`config.mk`:
```
export PLATFORM = sky130hd
export DESIGN_NAME = linescanner_line_packer_flat
export DESIGN_NICKNAME = d
export VERILOG_FILES = /design/src/rtl/linescanner_pkg.sv /design/src/rtl/linescanner_line_packer_if.sv /design/src/rtl/linescanner_sync_fifo.sv /design/src/rtl/linescanner_line_packer.sv /design/src/flat_wrapper.sv
export SDC_FILE = /design/constraint.sdc
export NUM_CORES = 1
export LEC_CHECK = 0
export BUFFER_PORTS_ARGS = -buffer_cell sky130_fd_sc_hd__buf_4
export CELL_PAD_IN_SITES_DETAIL_PLACEMENT = 1
export CELL_PAD_IN_SITES_GLOBAL_PLACEMENT = 1
export CORE_MARGIN = 3
export CORE_UTILIZATION = 49
export DETAILED_ROUTE_END_ITERATION = 16
export PLACE_DENSITY_LB_ADDON = 0.25
export SLEW_MARGIN = 20
export SYNTH_ARGS = -nofsm -noshare
export SYNTH_HDL_FRONTEND = slang
export SYNTH_HIERARCHICAL = 1
export SYNTH_SLANG_ARGS = --single-unit
```
`constraint.sdc`:
```
create_clock -name pixel_clock -period 4.9 [get_ports pixel_clock]
set_clock_uncertainty 0.05 [all_clocks]
set_input_delay 0 -clock pixel_clock [delete_from_list [all_inputs] [get_ports pixel_clock]]
set_output_delay 0 -clock pixel_clock [all_outputs]
set_load 0.005 [all_outputs]
```
`src/rtl/linescanner_pkg.sv`:
```
// Shared types and constants for the line-scanner pixel packer.
package linescanner_pkg;

    localparam int unsigned PIXEL_W  = 8;
    localparam int unsigned WORD_W   = 32;
    localparam int unsigned ENTRY_W  = WORD_W + 2;
    localparam int unsigned ERR_BIT  = 33;
    localparam int unsigned LAST_BIT = 32;

    typedef enum logic [1:0] {
        StIdle,
        StActive,
        StDrop,
        StFlush
    } state_e;

    typedef logic [ENTRY_W-1:0] entry_t;

    function automatic entry_t make_entry(input logic err, input logic last,
                                          input logic [WORD_W-1:0] data);
        entry_t e;
        e           = '0;
        e[ERR_BIT]  = err;
        e[LAST_BIT] = last;
        e[WORD_W-1:0] = data;
        return e;
    endfunction

endpackage

```
`src/rtl/linescanner_line_packer_if.sv`:
```
// Output word stream of the line packer: valid/ready with end-of-line and error marks.
interface linescanner_line_packer_if;
    import linescanner_pkg::*;

    logic [WORD_W-1:0] m_data;
    logic              m_valid;
    logic              m_ready;
    logic              m_last;
    logic              m_err;

    modport master (
        output m_data,
        output m_valid,
        output m_last,
        output m_err,
        input  m_ready
    );

    modport slave (
        input  m_data,
        input  m_valid,
        input  m_last,
        input  m_err,
        output m_ready
    );

endinterface

```
`src/rtl/linescanner_sync_fifo.sv`:
```
// Single-clock first-word fall-through FIFO; a write into a full FIFO succeeds when a read
// happens in the same cycle.
module linescanner_sync_fifo #(
    parameter int unsigned Width = 34,
    parameter int unsigned Depth = 16
) (
    input  logic             clk_i,
    input  logic             rst_ni,
    input  logic             wr_en_i,
    input  logic [Width-1:0] wr_data_i,
    input  logic             rd_en_i,
    output logic [Width-1:0] rd_data_o,
    output logic             full_o,
    output logic             empty_o
);

    localparam int unsigned AW = $clog2(Depth);
    localparam logic [AW:0] FullCnt = (AW+1)'(Depth);

    logic [Width-1:0] mem_q [Depth];
    logic [AW-1:0]    wr_ptr_q, wr_ptr_d;
    logic [AW-1:0]    rd_ptr_q, rd_ptr_d;
    logic [AW:0]      count_q, count_d;
    logic             do_wr, do_rd;

    always_comb begin
        empty_o  = (count_q == '0);
        full_o   = (count_q == FullCnt);
        do_rd    = rd_en_i && !empty_o;
        do_wr    = wr_en_i && (!full_o || do_rd);
        wr_ptr_d = do_wr ? wr_ptr_q + AW'(1) : wr_ptr_q;
        rd_ptr_d = do_rd ? rd_ptr_q + AW'(1) : rd_ptr_q;
        count_d  = count_q;
        if (do_wr && !do_rd) begin
            count_d = count_q + (AW+1)'(1);
        end else if (!do_wr && do_rd) begin
            count_d = count_q - (AW+1)'(1);
        end
        // Gated so the read port reads as zero whenever nothing is valid.
        rd_data_o = empty_o ? '0 : mem_q[rd_ptr_q];
    end

    always_ff @(posedge clk_i or negedge rst_ni) begin
        if (!rst_ni) begin
            wr_ptr_q <= '0;
            rd_ptr_q <= '0;
            count_q  <= '0;
        end else begin
            wr_ptr_q <= wr_ptr_d;
            rd_ptr_q <= rd_ptr_d;
            count_q  <= count_d;
        end
    end

    always_ff @(posedge clk_i) begin
        if (do_wr) begin
            mem_q[wr_ptr_q] <= wr_data_i;
        end
    end

endmodule

```
`src/rtl/linescanner_line_packer.sv`:
```
// Packs lval-qualified 8-bit pixels into 32-bit words, buffers them, marks line ends and
// overflow-truncated lines, and reports each line's length.
module linescanner_line_packer
    import linescanner_pkg::*;
#(
    parameter int unsigned FIFO_DEPTH  = 16,
    parameter int unsigned LINE_PIXELS = 1024
) (
    input  logic                        pixel_clock,
    input  logic                        n_reset,
    input  logic                        enable,
    input  logic [PIXEL_W-1:0]          pixel_data,
    input  logic                        pixel_captured,
    linescanner_line_packer_if.master   m_if,
    output logic                        line_done,
    output logic [15:0]                 line_len,
    output logic                        len_error,
    output logic                        overflow,
    input  logic                        clr_status
);

    localparam logic [15:0] ExpLen = 16'(LINE_PIXELS);

    state_e            state_q, state_d;
    logic              lval_q;
    logic [WORD_W-1:0] asm_q, asm_d;
    logic [1:0]        byte_idx_q, byte_idx_d;
    logic [15:0]       pix_cnt_q, pix_cnt_d, pix_cnt_inc;
    logic [WORD_W-1:0] stage_q, stage_d;
    logic              stage_full_q, stage_full_d;
    entry_t            pend_q, pend_d;
    logic              line_done_q, line_done_d;
    logic [15:0]       line_len_q, line_len_d;
    logic              len_error_q, len_error_d;
    logic              overflow_q, overflow_d;

    logic   rise, pop, full_blk, fifo_full, fifo_empty;
    logic   push, finish, ovf_evt;
    entry_t push_entry, fall_entry, fifo_rdata;

    linescanner_sync_fifo #(
        .Width (ENTRY_W),
        .Depth (FIFO_DEPTH)
    ) u_fifo (
        .clk_i     (pixel_clock),
        .rst_ni    (n_reset),
        .wr_en_i   (push),
        .wr_data_i (push_entry),
        .rd_en_i   (m_if.m_ready),
        .rd_data_o (fifo_rdata),
        .full_o    (fifo_full),
        .empty_o   (fifo_empty)
    );

    always_comb begin
        state_d      = state_q;
        asm_d        = asm_q;
        byte_idx_d   = byte_idx_q;
        pix_cnt_d    = pix_cnt_q;
        stage_d      = stage_q;
        stage_full_d = stage_full_q;
        pend_d       = pend_q;
        line_done_d  = 1'b0;
        line_len_d   = line_len_q;
        len_error_d  = 1'b0;
        push         = 1'b0;
        push_entry   = '0;
        finish       = 1'b0;
        ovf_evt      = 1'b0;

        rise        = pixel_captured && !lval_q;
        pop         = !fifo_empty && m_if.m_ready;
        full_blk    = fifo_full && !pop;
        pix_cnt_inc = (pix_cnt_q == 16'hFFFF) ? pix_cnt_q : pix_cnt_q + 16'd1;
        fall_entry  = stage_full_q ? make_entry(1'b0, 1'b1, stage_q)
                                   : make_entry(1'b0, 1'b1, asm_q);

        unique case (state_q)
            StIdle: begin
                if (rise && enable) begin
                    state_d      = StActive;
                    asm_d        = {24'h0, pixel_data};
                    byte_idx_d   = 2'd1;
                    pix_cnt_d    = 16'd1;
                    stage_full_d = 1'b0;
                end
            end
            StActive: begin
                if (pixel_captured) begin
                    pix_cnt_d = pix_cnt_inc;
                    if (stage_full_q && full_blk) begin
                        ovf_evt      = 1'b1;
                        stage_full_d = 1'b0;
                        asm_d        = '0;
                        byte_idx_d   = 2'd0;
                        state_d      = StDrop;
                    end else begin
                        if (stage_full_q) begin
                            push         = 1'b1;
                            push_entry   = make_entry(1'b0, 1'b0, stage_q);
                            stage_full_d = 1'b0;
                        end
                        asm_d[{byte_idx_q, 3'b000} +: PIXEL_W] = pixel_data;
                        if (byte_idx_q == 2'd3) begin
                            stage_d      = {pixel_data, asm_q[23:0]};
                            stage_full_d = 1'b1;
                            asm_d        = '0;
                        end
                        byte_idx_d = byte_idx_q + 2'd1;
                    end
                end else begin
                    stage_full_d = 1'b0;
                    asm_d        = '0;
                    byte_idx_d   = 2'd0;
                    if (full_blk) begin
                        pend_d  = fall_entry;
                        state_d = StFlush;
                    end else begin
                        push       = 1'b1;
                        push_entry = fall_entry;
                        finish     = 1'b1;
                    end
                end
            end
            StDrop: begin
                if (pixel_captured) begin
                    pix_cnt_d = pix_cnt_inc;
                    ovf_evt   = 1'b1;
                end else begin
                    pend_d  = make_entry(1'b1, 1'b1, '0);
                    state_d = StFlush;
                end
            end
            StFlush: begin
                // Any lval high here belongs to a new line that cannot be accepted.
                if (pixel_captured) begin
                    ovf_evt = 1'b1;
                end
                if (!full_blk) begin
                    push       = 1'b1;
                    push_entry = pend_q;
                    finish     = 1'b1;
                end
            end
            default: state_d = StIdle;
        endcase

        if (finish) begin
            state_d     = StIdle;
            line_done_d = 1'b1;
            line_len_d  = pix_cnt_q;
            len_error_d = (pix_cnt_q != ExpLen);
        end

        overflow_d = (overflow_q && !clr_status) || ovf_evt;
    end

    always_ff @(posedge pixel_clock or negedge n_reset) begin
        if (!n_reset) begin
            state_q      <= StIdle;
            // Treat lval as already high so a line in progress at release is ignored.
            lval_q       <= 1'b1;
            asm_q        <= '0;
            byte_idx_q   <= '0;
            pix_cnt_q    <= '0;
            stage_q      <= '0;
            stage_full_q <= 1'b0;
            pend_q       <= '0;
            line_done_q  <= 1'b0;
            line_len_q   <= '0;
            len_error_q  <= 1'b0;
            overflow_q   <= 1'b0;
        end else begin
            state_q      <= state_d;
            lval_q       <= pixel_captured;
            asm_q        <= asm_d;
            byte_idx_q   <= byte_idx_d;
            pix_cnt_q    <= pix_cnt_d;
            stage_q      <= stage_d;
            stage_full_q <= stage_full_d;
            pend_q       <= pend_d;
            line_done_q  <= line_done_d;
            line_len_q   <= line_len_d;
            len_error_q  <= len_error_d;
            overflow_q   <= overflow_d;
        end
    end

    assign m_if.m_valid = !fifo_empty;
    assign m_if.m_data  = fifo_rdata[WORD_W-1:0];
    assign m_if.m_last  = fifo_rdata[LAST_BIT];
    assign m_if.m_err   = fifo_rdata[ERR_BIT];
    assign line_done    = line_done_q;
    assign line_len     = line_len_q;
    assign len_error    = len_error_q;
    assign overflow     = overflow_q;

endmodule

```
`src/flat_wrapper.sv`:
```
// flat-port wrapper written by rule: the top's interface ports become plain ports
module linescanner_line_packer_flat import linescanner_pkg::*;
#(
    parameter int unsigned FIFO_DEPTH  = 16,
    parameter int unsigned LINE_PIXELS = 1024
)
  (pixel_clock, n_reset, enable, pixel_data, pixel_captured, line_done, line_len, len_error, overflow, clr_status, m_if_m_data, m_if_m_valid, m_if_m_last, m_if_m_err, m_if_m_ready);
  linescanner_line_packer_if m_if_i ();
  input  logic pixel_clock;
  input  logic n_reset;
  input  logic enable;
  input  logic [PIXEL_W-1:0] pixel_data;
  input  logic pixel_captured;
  output logic line_done;
  output logic [15:0] line_len;
  output logic len_error;
  output logic overflow;
  input  logic clr_status;
  output wire logic [$bits(m_if_i.m_data)-1:0] m_if_m_data;
  output wire logic [$bits(m_if_i.m_valid)-1:0] m_if_m_valid;
  output wire logic [$bits(m_if_i.m_last)-1:0] m_if_m_last;
  output wire logic [$bits(m_if_i.m_err)-1:0] m_if_m_err;
  input wire logic [$bits(m_if_i.m_ready)-1:0] m_if_m_ready;
  assign m_if_m_data = m_if_i.m_data;
  assign m_if_m_valid = m_if_i.m_valid;
  assign m_if_m_last = m_if_i.m_last;
  assign m_if_m_err = m_if_i.m_err;
  assign m_if_i.m_ready = m_if_m_ready;
  linescanner_line_packer #(.FIFO_DEPTH(FIFO_DEPTH), .LINE_PIXELS(LINE_PIXELS)) u_core (.pixel_clock(pixel_clock), .n_reset(n_reset), .enable(enable), .pixel_data(pixel_data), .pixel_captured(pixel_captured), .m_if(m_if_i), .line_done(line_done), .line_len(line_len), .len_error(len_error), .overflow(overflow), .clr_status(clr_status));
endmodule
```
## Yosys cells after proc, flatten, opt, wreduce, memory -nomap -nowiden

Memory sizes are Yosys's and may differ from the RTL's.
Index checks and enable logic that the tools add are counted.
Widths: inputs -> output; s select.

| word-level totals | value |
|---|---|
| register bits after elaboration | 152 |
| memory bits (writable) | 544 |
| output and inout port bits | 54 |
| logic and storage cells | 128 |
| memories | 1 |

Memories:

| name | depth | bits a word | read ports | clocked after memory_dff | wr ports | RTL line | text |
|---|---|---|---|---|---|---|---|
| u_core.u_fifo.mem_q | 16 | 34 | 1 | 0 | 1 | linescanner_sync_fifo.sv:20 | `logic [Width-1:0] mem_q [Depth];` |

| operators by class | value |
|---|---|
| $add $sub $neg | 7 |
| equal/unequal tests | 17 |
| shift operators | 2 |
| muxes and demuxes | 54 |
| bitwise operators | 1 |
| reduce and logical (&&, ||, !) cells | 31 |

Operators by type and width:

| cell | count |
|---|---|
| $mux 34 | 8 |
| $mux 32 | 6 |
| $pmux 34 s2 | 2 |
| $pmux 32 s2 | 1 |
| $mux 16 | 3 |
| $bwmux 32 | 1 |
| $pmux 16 s2 | 1 |
| $shift 8x7->32 const A | 1 |
| $shiftx 8x7->32 | 1 |
| $add 16x1->16 const B | 1 |
| $eq 16x16->1 const B | 1 |
| $mux 1 | 16 |
| $mux 2 | 8 |
| $ne 16x11->1 const B | 1 |
| $reduce_and 4->1 | 3 |
| $mux 5 | 2 |
| $logic_and 1x1->1 | 9 |
| $add 4x1->4 const B | 2 |
| $ne 4x2->1 const B | 2 |
| $pmux 1 s2 | 4 |
| $reduce_bool 2->1 | 4 |
| $neg 5->7 | 1 |
| $eq 2x2->1 const B | 3 |
| $logic_not 1->1 | 6 |
| other kinds (19) | 25 |

## Logic depth before layout (Yosys ltp)

| logic depth | value |
|---|---|
| depth after elaboration | 14 |
| mapped depth | 18 |

## Hierarchy

Netlist, hierarchy kept.

By module, submodules not included:

| module | times used | cells an instance | area each (µm²) | seq. area each (µm²) |
|---|---|---|---|---|
| linescanner_sync_fifo | 1 | 932 | 21,458.1 | 16,661.0 |
| linescanner_line_packer | 1 | 647 | 6,956.7 | 3,479.6 |

## Worst setup path before layout

Ideal clock, no wire load.

| timing | value |
|---|---|
| path kind | reg-to-reg |
| start point | register u_core.u_fifo.count_q[0] |
| end point | memory u_core.u_fifo.mem_q[0][0], enable pin |
| setup time | 0.468 ns |
| arrival | 4.464 ns |
| slack | -0.082 ns |
| cell stages (with the launch flop) | 14 |
| clock period less this slack | 4.982 ns |
| cell sequence | dfrtp_1 -> nor4_1 -> nand2_1 -> clkinv_1 -> buf_2 -> nand2b_4 -> nand2_1 -> o21ai_1 -> clkbuf_1 -> o21ai_0 -> o31a_1 -> buf_6 -> nand2_1 -> nor3_1 |

| on the way | value |
|---|---|
| cells in the longest elaborated chain, start to end | 12 |
| elaborated cells between the ends (all ways) | 16 |
| those cells by class | 1 x eq/ne; 6 x mux; 9 x reduce/logical |

RTL lines:

| item | RTL line | text |
|---|---|---|
| start, declared | linescanner_sync_fifo.sv:23 | `logic [AW:0] count_q, count_d;` |
| start signal, assigned | linescanner_sync_fifo.sv:51 | `count_q <= count_d;` |
| $logic_not 5->1 * | linescanner_sync_fifo.sv:27 | `empty_o = (count_q == '0);` |
| named net u_core.fifo_empty | linescanner_line_packer.sv:37 | `logic rise, pop, full_blk, fifo_full, fifo_empty;` |
| $logic_not 1->1 * | linescanner_line_packer.sv:72 | `pop = !fifo_empty && m_if.m_ready;` |
| $logic_and 1x1->1 * | linescanner_line_packer.sv:72 |  |
| $logic_not 1->1 * | linescanner_line_packer.sv:73 | `full_blk = fifo_full && !pop;` |
| $logic_and 1x1->1 * | linescanner_line_packer.sv:73 |  |
| $logic_and 1x1->1 | linescanner_line_packer.sv:91 | `if (stage_full_q && full_blk) begin` |
| $mux 1 | linescanner_line_packer.sv:91 |  |
| $mux 1 | linescanner_line_packer.sv:89 | `if (pixel_captured) begin` |
| $pmux 1 s2 * | linescanner_line_packer.sv:78 | `unique case (state_q)` |
| named net u_core.push | linescanner_line_packer.sv:38 | `logic push, finish, ovf_evt;` |
| $logic_and 1x1->1 * | linescanner_sync_fifo.sv:30 | `do_wr = wr_en_i && (!full_o \|\| do_rd);` |
| named net u_core.u_fifo.do_wr | linescanner_sync_fifo.sv:24 | `logic do_wr, do_rd;` |
| $mux 1 * | linescanner_sync_fifo.sv:56 | `if (do_wr) begin` |
| $mux 1 (implied by the code) * | linescanner_sync_fifo.sv:57 | `mem_q[wr_ptr_q] <= wr_data_i;` |
| end, declared | linescanner_sync_fifo.sv:20 |  |

Mark *: on every way through the listed nets, which the timed path passes. The rest lies on a longest branch.

## Final worst setup path

| timing | value |
|---|---|
| start point | register u_core.u_fifo.count_q[0] |
| end point | register u_core.u_fifo.count_q[4] |

| on the way | value |
|---|---|
| cells in the longest elaborated chain, start to end | 13 |
| elaborated cells between the ends (all ways) | 22 |
| those cells by class | 2 x add/sub; 1 x eq/ne; 6 x mux; 13 x reduce/logical |

RTL lines:

| item | RTL line | text |
|---|---|---|
| $logic_not 5->1 * | linescanner_sync_fifo.sv:27 |  |
| named net u_core.fifo_empty | linescanner_line_packer.sv:37 |  |
| $logic_not 1->1 * | linescanner_line_packer.sv:72 |  |
| $logic_and 1x1->1 * | linescanner_line_packer.sv:72 |  |
| $logic_not 1->1 * | linescanner_line_packer.sv:73 |  |
| $logic_and 1x1->1 * | linescanner_line_packer.sv:73 |  |
| $logic_and 1x1->1 | linescanner_line_packer.sv:91 |  |
| $mux 1 | linescanner_line_packer.sv:91 |  |
| $mux 1 | linescanner_line_packer.sv:89 |  |
| $pmux 1 s2 * | linescanner_line_packer.sv:78 |  |
| named net u_core.push | linescanner_line_packer.sv:38 |  |
| $logic_and 1x1->1 * | linescanner_sync_fifo.sv:30 |  |
| $logic_not 1->1 | linescanner_sync_fifo.sv:36 | `end else if (!do_wr && do_rd) begin` |
| $logic_and 1x1->1 | linescanner_sync_fifo.sv:36 |  |
| $reduce_bool 2->1 (no line) | -- |  |

Mark *: on every way through the listed nets, which the timed path passes. The rest lies on a longest branch. The select of a mux whose other input is x is not followed.
A chain may end at the register's enable or synchronous reset.

==> results.yml <==
route:
  drt-wirelength-per-cell_um: 28.0
  viasPerCell: 6.17
  routed_wl_um: 70700
  drt_iter0_markers: 1465
  drcViolationCount: 0
  firstDrtPassIters: 5
  num_vias: 15600
  ant_nets: 0
setup_path:
  critPathKind: "flop to flop"
  critPathLaunchType: "flop"
  required_ps: 5320
  slowest_stage: "nor4_1"
  path_cells: "nor4_1 -> nand2_1 -> inv_2 -> nand2b_4 -> nand2_1 -> o21ai_2 -> o21ai_0 -> o31a_1 -> ha_1 -> inv_1 -> ha_1 -> a21o_1 -> a2111oi_0 -> o31ai_1"
  cp-end-kind: "flop"
  arrival_ps: 4860
  path_max_fanout: 9
  slowest_delay_ps: 930
  r2r_slack_ps: 460
grt:
  overflow: 0
  grt_use_met2_pct: 40.0
  grt_max_degree: 80
  grtUsageMet1_pct: 33.2
  antenna_found_initial: 1
  busiest_layer: "met2"
  grt_pass1_vias: 16900
  use_met3_pct: 3.95
  grtUsageTotal_pct: 24.0
  grt_pass1_wl_um: 108000
power_and_ir_drop:
  p_leak_nw: 11.4
  ir_drop_mv: 0.346
  power.internal_mw: 12.6
  clockPowerShare_pct: 28.9
  finalPower_mw: 18.6
  pwr-share-seq_pct: 40.9
  sw_frac_of_total_pct: 32.0
  powerDensity_nw_per_um2: 567
  comb_power_share_pct: 30.2
  p_sw_mw: 5.94
final_layout:
  fill_cells: 5036
  final_cell_mix: "edfxtp_1 (544), dfrtp_1 (146), mux4_2 (136), buf_4 (126), o21ai_0 (87)"
  nets: 1742
  drive_gt1_share_pct: 26.7
  utilization_pct: 57.5
  n_antenna_cell: 0
  syn2layout_area_growth_pct: 15.3
  final_common_cell: "edfxtp_1"
clock_network:
  cts.sinks: 696
  h-tree-depth: 3
  clk_latency_ps: 610
  ctsHoldBuffers: 15
  cts_tree: "done"
  post_cts_buffers: 0
  root_buffer: "clkbuf_16"
  cts_resized: 0
  cts_max_path_buffers: 3
  clk_pin_slew_ps: 60
  cts_buffers: 74
sta:
  fmax_mhz: 225
  setup_viol: 0
  worst_slew_pin_slew_ps: 1070
  hold_viol_final: 0
  slew_violations: 0
  period_share_pct: 90.6
  relSlewSlack_pct: 27.8
  finalSetupTns_ps: 0
  rsz0062_at_grt: "false"
  fin_crit_ps: 4440
place:
  routabilityCongestion: 0.757
  portBuffers: 67
  dp_hpwl_um: 41100
worst_hold_path:
  hold_path.class: "primary input to flop"
run_status:
  status: "complete, no violations"
floorplan:
  die_h_um: 247
  initial_utilization_pct: 49.9
  rows: 87
  die_w_um: 247
  dieArea_um2: 60900
  coreArea_um2: 56900
  io_pins: 68
logic_synthesis:
  ys_seq_elements: 696
  yosysSeqAreaShare_pct: 70.9
  synth_adder_area_share_pct: 0.951
  async_reset_ff_share_pct: 21.8
  synth_top_flop_cell: "edfxtp_1"
  muxShareOfSynthArea_pct: 15.2
  synth_top_family_by_area: "multiplexers"
  syn_area_per_cell_um2: 18.0
  netlist_instances: 1579
  synth_xor_xnor_area_share_pct: 0.308
  synth_compound_area_share_pct: 7.11
  yosysWarningCount: 6
  synthSimpleGateAreaFrac_pct: 3.42
  ys_types: 68
  synth_nets: 1614
  netlist_area_um2: 28400
  synth_edf_count: 544
job:
  maxCapViolations: 0
-- worst max-delay path, delay by kind of cell, from the launching register on --
kind,cells,cell delay [ps]
adder cells (fa/ha/maj),2,650
AND/OR/NAND/NOR,4,1520
flip-flops,1,440
buffers and inverters,2,340
AO/OA/AOI/OAI,6,1290
-- worst paths after layout --
| check | startpoint | endpoint | cells past startpoint |
|---|---|---|---|
| max | u_core/u_fifo/count_q[0]$_DFFE_PN0P_ | u_core/u_fifo/count_q[4]$_DFFE_PN0P_ | 14 |
| min reg2reg | u_core/line_len[1]$_DFFE_PN0P_ | u_core/line_len[1]$_DFFE_PN0P_ | 2 |
| min | clr_status | u_core/overflow$_DFF_PN0_ | 3 |
| max reg2reg | u_core/u_fifo/count_q[0]$_DFFE_PN0P_ | u_core/u_fifo/count_q[4]$_DFFE_PN0P_ | 14 |
| min in group asynchronous | n_reset | u_core/line_len[8]$_DFFE_PN0P_ | 4 |
| max in group asynchronous | n_reset | u_core/stage_q[16]$_DFFE_PN0P_ | 4 |
-- cells in the mapped netlist (2+ instances only) --
cell type	number	share of area (%)
o21ai_0	87	1.5
nand2b_1	4	0.088
o211ai_1	4	0.11
nand3_1	10	0.18
a22o_1	26	0.80
o31ai_1	37	0.98
mux2_2	48	1.9
nor2_1	33	0.44
nor4b_1	3	0.092
or3_1	5	0.11
mux2i_1	71	2.5
nor2b_1	9	0.20
inv_1	19	0.25
a22oi_1	66	1.7
buf_4	9	0.24
ha_1	20	0.88
and2_1	4	0.088
nand2_1	69	0.91
dfrtp_1	151	13
and4_1	5	0.15
buf_1	4	0.053
edfxtp_1	544	57
o41ai_1	32	0.99
a211o_1	2	0.062
a21o_1	2	0.053
xnor2_1	9	0.28
a21oi_1	11	0.19
buf_6	10	0.40
nand4_1	8	0.18
clkbuf_1	51	0.67
and3_1	6	0.13
nor4_1	4	0.088
buf_2	30	0.53
a31oi_1	6	0.13
or2_2	2	0.044
nor3_1	10	0.18
nor4b_4	2	0.17
mux4_2	136	11
-- state kept, by name (all words and copies together) (netlist names) --
register / cells
u_core/asm_q: 32
u_core/byte_idx_q: 2
u_core/len_error: 1
u_core/line_done: 1
u_core/line_len: 16
u_core/lval_q: 1
u_core/overflow: 1
u_core/pend_q: 34
u_core/pix_cnt_q: 16
u_core/stage_full_q: 1
u_core/stage_q: 32
u_core/state_q: 2
u_core/u_fifo/count_q: 5
u_core/u_fifo/mem_q: 544
u_core/u_fifo/rd_ptr_q: 4
u_core/u_fifo/wr_ptr_q: 4
-- cell type report --
type | count | area (um^2) | share of cell area, %
flip-flops and latches | 696 | 20200 | 61.5
multi-input cells | 759 | 7860 | 24.0
clock buffers | 98 | 2020 | 6.18
repair buffers | 156 | 1400 | 4.27
well taps | 756 | 946 | 2.89
clock inverters | 36 | 299 | 0.913
inverters | 20 | 75.1 | 0.229
-- stage by stage --
stage	setup WS, ps	instance area [um^2]	hold slack, ps	std cells
after floorplan	829	28400	-346	1579
after global placement	658	30300	-109	2372
after detailed placement	466	30300	-102	2372
after CTS	425	32700	58.8	2521
after global routing	34.5	32800	98.5	2521
final	460	32800	94.3	2521
-- cell families (layout without fill, tap and decap cells) --
| family | Yosys count | in the layout |
|---|---|---|
| compound gates | 289 | 289 |
| flops | 696 | 696 |
| simple gates | 184 | 184 |
| xor+xnor | 10 | 10 |
| mux | 255 | 255 |
| fa+ha+maj | 21 | 21 |
| buf+inv | 124 | 310 |
-- per-layer routing --
metal  vias to the layer above  part of all wire, %
met5                         -                    0
met4                         0                  1.8
met3                        95                  5.6
met2                       471                   50
met1                      8324                   42
li1                       6676                    -
-- power groups by stage --
stage	clock network, mW	registers (mW)	logic [mW]
2_1_floorplan	0	7.35	3.73
3_3_place_gp	0	7.66	5.49
3_5_place_dp	0	7.71	5.63
4_1_cts	5.49	7.60	5.69
5_1_grt	5.73	7.67	6.07
6_report	5.37	7.59	5.60
No activity file was read; power rests on OpenSTA's default activity.
